$ cat src/rtl/calc_pkg.sv
// Shared definitions for the sign-magnitude to BCD result decoder.
// Holds the FSM state encoding and default operand/digit sizes.
package calc_pkg;

    typedef enum logic [1:0] {
        IDLE  = 2'd0,
        SHIFT = 2'd1,
        DONE  = 2'd2
    } state_t;

    localparam int MAG_W_DEF  = 17;
    localparam int DIGITS_DEF = 6;

endpackage

$ cat src/rtl/bcd_adj3.sv
// Double-dabble digit correction: add 3 to a BCD digit of 5 or more
// so the following left shift carries correctly into the next digit.
module bcd_adj3 (
    input  logic [3:0] din,
    output logic [3:0] dout
);

    assign dout = (din >= 4'd5) ? (din + 4'd3) : din;

endmodule

$ cat src/rtl/result_bcd_decoder.sv
// Sequential shift-and-add-3 converter from a sign-magnitude result to BCD
// digits plus a display sign; one magnitude bit is consumed per clock.
//
// state | meaning
// IDLE  | waiting for start; captures Result when start is sampled high
// SHIFT | one adjust-and-shift step per edge, MAG_W edges in total
// DONE  | single-cycle completion strobe, then back to IDLE
import calc_pkg::*;

module result_bcd_decoder #(
    parameter int MAG_W  = MAG_W_DEF,
    parameter int DIGITS = DIGITS_DEF
) (
    input  logic                  clk,
    input  logic                  rst_n,
    input  logic                  start,
    input  logic [MAG_W:0]        Result,
    output logic [4*DIGITS-1:0]   bcd,
    output logic                  neg,
    output logic                  busy,
    output logic                  done
);

    localparam int BCD_W = 4 * DIGITS;
    localparam int CNT_W = $clog2(MAG_W + 1);

    state_t             state;
    state_t             state_next;
    logic [MAG_W-1:0]   mag;
    logic               sign;
    logic               mag_nz;
    logic [BCD_W-1:0]   scratch;
    logic [BCD_W-1:0]   scratch_adj;
    logic [BCD_W-1:0]   scratch_next;
    logic [CNT_W-1:0]   cnt;
    logic               last_bit;

    for (genvar g = 0; g < DIGITS; g++) begin : g_adj
        bcd_adj3 u_adj (
            .din  (scratch[4*g +: 4]),
            .dout (scratch_adj[4*g +: 4])
        );
    end

    // The top digit never overflows for legal DIGITS, so the bit shifted out is always 0.
    assign scratch_next = (scratch_adj << 1) | BCD_W'(mag[MAG_W-1]);
    assign last_bit     = (cnt == CNT_W'(MAG_W - 1));

    always_ff @(posedge clk or negedge rst_n) begin
        if (!rst_n) begin
            state <= IDLE;
        end else begin
            state <= state_next;
        end
    end

    always_comb begin
        state_next = state;
        busy       = 1'b0;
        done       = 1'b0;
        case (state)
            IDLE: begin
                if (start) begin
                    state_next = SHIFT;
                end
            end
            SHIFT: begin
                busy = 1'b1;
                if (last_bit) begin
                    state_next = DONE;
                end
            end
            DONE: begin
                done       = 1'b1;
                state_next = IDLE;
            end
            default: begin
                state_next = IDLE;
            end
        endcase
    end

    always_ff @(posedge clk or negedge rst_n) begin
        if (!rst_n) begin
            mag     <= '0;
            sign    <= 1'b0;
            mag_nz  <= 1'b0;
            scratch <= '0;
            cnt     <= '0;
            bcd     <= '0;
            neg     <= 1'b0;
        end else begin
            case (state)
                IDLE: begin
                    if (start) begin
                        sign    <= Result[MAG_W];
                        mag     <= Result[MAG_W-1:0];
                        mag_nz  <= |Result[MAG_W-1:0];
                        scratch <= '0;
                        cnt     <= '0;
                    end
                end
                SHIFT: begin
                    scratch <= scratch_next;
                    mag     <= mag << 1;
                    cnt     <= cnt + CNT_W'(1);
                    if (last_bit) begin
                        bcd <= scratch_next;
                        // Negative zero is shown as +0.
                        neg <= sign & mag_nz;
                    end
                end
                default: begin
                end
            endcase
        end
    end

endmodule

$ cat config.mk
export PLATFORM = sky130hd
export DESIGN_NAME = result_bcd_decoder
export DESIGN_NICKNAME = d
export VERILOG_FILES = /design/src/rtl/calc_pkg.sv /design/src/rtl/bcd_adj3.sv /design/src/rtl/result_bcd_decoder.sv
export SDC_FILE = /design/constraint.sdc
export NUM_CORES = 1
export LEC_CHECK = 0
export CAP_MARGIN = 20
export CORE_ASPECT_RATIO = 1.2
export CORE_MARGIN = 8
export CORE_UTILIZATION = 35
export DETAILED_ROUTE_END_ITERATION = 10
export GPL_ROUTABILITY_DRIVEN = 0
export GPL_TIMING_DRIVEN = 0
export HOLD_SLACK_MARGIN = 0.06
export PLACE_DENSITY = 0.58
export SYNTH_ARGS = -nofsm -noshare
export SYNTH_HDL_FRONTEND = slang
export SYNTH_SLANG_ARGS = --single-unit
$ cat constraint.sdc
create_clock -name clk -period 3.32 [get_ports clk]
set_clock_uncertainty 0.2 [all_clocks]
set_input_delay 0.996 -clock clk [delete_from_list [all_inputs] [get_ports clk]]
set_output_delay 0.996 -clock clk [all_outputs]
set_load 0.03 [all_outputs]
==> results of run 1 <==
==> cells in the final DEF, fill, tap and decap left out, types with 7 or more instances in the layout <==
cell type and n:
dfrtp_1 75, clkdlybuf4s50_1 45, nand2_1 37, o21ai_0 36, nor2_1 35, o22ai_1 25
a21oi_1 17, inv_1 15, ha_1 14, nor3b_1 11, clkbuf_16 9, mux2_2 8
o31ai_1 8, nand2b_1 7, buf_2 7, clkbuf_1 7
==> kinds of logic (layout without fill, tap and decap cells) <==
| logic type | count (synthesis) | in the layout | share of synthesized area [%] |
|---|---|---|---|
| mux | 8 | 8 | 2.60 |
| buf+inv | 32 | 95 | 4.66 |
| compound gates | 98 | 98 | 16.7 |
| fa+ha+maj | 14 | 14 | 5.06 |
| flops | 75 | 75 | 54.2 |
| xor+xnor | 6 | 6 | 1.52 |
| simple gates | 109 | 109 | 15.2 |
==> metal layers <==
metal / vias to the layer above / GRT usage [%]
met2: 46 / 21.1
met4: 0 / 5.64
met3: 8 / 3.60
met5: - / 0
li1: 1334 / -
met1: 1342 / 15.9
==> through the flow <==
stage | cells | setup TNS, ns | hold slack (ns)
after global placement | 512 | -128.27 | 0.263
final | 528 | 0 | 0.276
after floorplan | 342 | 0 | 0.246
after global routing | 528 | 0 | 0.312
after detailed placement | 513 | 0 | 0.271
after CTS | 528 | 0 | 0.285
==> critical path: stages, from the launching register on <==
cell           delay (ns)
dfrtp_1              0.41
nand2b_1             0.15
buf_2                0.17
inv_4                0.12
buf_2                0.29
dlygate4sd2_1        0.44
==> layout make-up <==
| type | count | area, um^2 |
|---|---|---|
| plain buffers | 16 | 98.8 |
| clock buffers | 12 | 246 |
| clock inverters | 3 | 15.0 |
| fillers | 974 | 5200 |
| inverters | 16 | 62.6 |
| multi-input cells | 235 | 1420 |
| flip-flops and latches | 75 | 1880 |
| well taps | 123 | 154 |
| repair buffers | 48 | 487 |
==> sequential cells by signal, summed over array words and instances, names as in the netlist <==
register and cells:
bcd 24, cnt 5, mag 17, mag_nz 1
neg 1, scratch 24, sign 1, state 2
==> how the worst min path moves through the flow <==
| stage | slack [ns] | cells after the start | to |
|---|---|---|---|
| 2_1_floorplan | 0.25 | 2 | sign |
| 3_3_place_gp | 0.26 | 2 | sign |
| 3_5_place_dp | 0.27 | 2 | sign |
| 4_1_cts | 0.28 | 2 | sign |
| 5_1_grt | 0.31 | 2 | bcd[20] |
| 6_report | 0.28 | 2 | bcd[14] |
==> report_power, final <==
group	internal [mW]	leakage [nW]	total (mW)	switching [mW]
Combinational	0.954	0.823	2.24	1.28
Sequential	1.35	0.922	1.64	0.294
Clock	0.518	0.132	0.871	0.352
Total	2.82	1.88	4.75	1.93
==> timing repair <==
item | CTS | global route
setup endpoints to repair | 1 | 0
hold buffers | 0 | 0
resized for setup | 1 | 0
==> run_results.csv, run 1 <==
group,metric,value,unit
global_routing,grt_pass1_wl,13.9,mm
final_layout,nNetsFinal,436,
clocking,tritoncts,"yes",
place,post-place-ws,0.250,ns
route,met1_length,3.64,mm
final_layout,diodes,0,
setup_path,path_class,"reg -> out",
sta,min_period,3.11,ns
logic_synthesis,yosysSeqAreaShare,54.2,%
clocking,insertion_delay,0.33,ns
min_path,hp-start,"bcd[14]",
setup_path,cp.required,2.12,ns
final_layout,area_growth,26.1,%
setup_path,r2r_start,"scratch[4]",
floorplanning,dieHeight,125,um
power,irDropWorstVdd,331,uV
place,placedInstanceArea,0.00410,mm^2
clocking,ctsRootBufferMaster,"clkbuf_16",
floorplanning,dieWidth,107,um
sta,setup_violations,0,
route,routed_wirelength,8.15,mm
route,drtIter0Drc,128,
logic_synthesis,syn-mean-instance-area,10.1,um^2
power,power,4.75,mW
floorplanning,core,0.00956,mm^2
sta,worst_slack,0.205,ns
floorplanning,dieArea,0.0133,mm^2
sta,fmax,0.321,GHz
sta,finalHoldViolations,0,
sta,maxSlewHeadroom,61.1,%
setup_path,crit_fanout,10,
route,routed_via_density,5.17,
place,dp_hpwl,5.89,mm
power,cellLeakagePower,1.88,nW
route,wl_per_cell,15.4,um
route,vias,2730,
final_layout,drive_gt1_share,10.1,%
logic_synthesis,synth_nets,377,
global_routing,grt_overflow,0,
final_layout,final_core_util,45.6,%
run,maxCapViolations,0,
sta,period_share,93.8,%
logic_synthesis,synth_ff_type,"dfrtp_1",
setup_path,cp-start-kind,"flop",
global_routing,grt_max_degree,41,
global_routing,grt_pass1_vias,2816,
sta,worst_pin_slew,0.581,ns
setup_path,r2r_end,"bcd[6]",
logic_synthesis,synth_top_cell_by_area,"dfrtp_1",
logic_synthesis,synth_commonest_cells,"dfrtp_1, nand2_1, o21ai_0, nor2_1, o22ai_1",
floorplanning,num_rows,39,
sta,drv_slew,0,
global_routing,grt_antenna_before_repair,0,
setup_path,worstSetupEndpointType,"primary output",
clocking,cts_sinks,75,
sta,rsz0062_at_grt,"no",
setup_path,crit_end,"busy",
floorplanning,start_util,36.2,%
run_status,status,"complete, no violations",
logic_synthesis,synth-seq-cells,75,
power,power-per-cell-area,1090,mW/mm^2
route,met3_length,330,um
floorplanning,io_pins,48,
clocking,post_cts_buffers,0,
logic_synthesis,syn_inst,342,
clocking,clockBufferDepth,2,
logic_synthesis,synthTopCellsByArea,"dfrtp_1, o21ai_0, ha_1, o22ai_1, nand2_1",
route,drc,0,
route,wl_met2,4.05,mm
min_path,hold_class,"reg -> reg",
clocking,clk_pin_slew,0.06,ns
route,ant_nets,0,
route,routed.top_layer,"met4",
setup_path,r2r_cells,6,
logic_synthesis,async_flop_share,100,%
place,io_buffer_count,47,
route,first_pass_iters,4,
clocking,cts_made_buffers,9,
global_routing,grt_usage,13.1,%
logic_synthesis,yosysWarnings,0,
logic_synthesis,netlist.area_leader.share,54.2,%
logic_synthesis,synth_cell_type_count,30,
logic_synthesis,synth_edf_count,0,
final_layout,stdcell_area,0.00436,mm^2
setup_path,crit_start,"state[1]",
logic_synthesis,synth_area,0.00346,mm^2
setup_path,r2r_slack,1.38,ns
logic_synthesis,yosysMostFrequentCell,"dfrtp_1",
clocking,htree_levels,3,
setup_path,crit_arrival,1.92,ns
Power figures use the tool's default switching activity.
==> run 2, diff against run 1 <==
HOLD_SLACK_MARGIN = unset   (was 0.06)
SLEW_MARGIN = 20   (was unset)
==> results of run 2 <==
No change in the layout: final DEF, timing and power equal those of run 1.
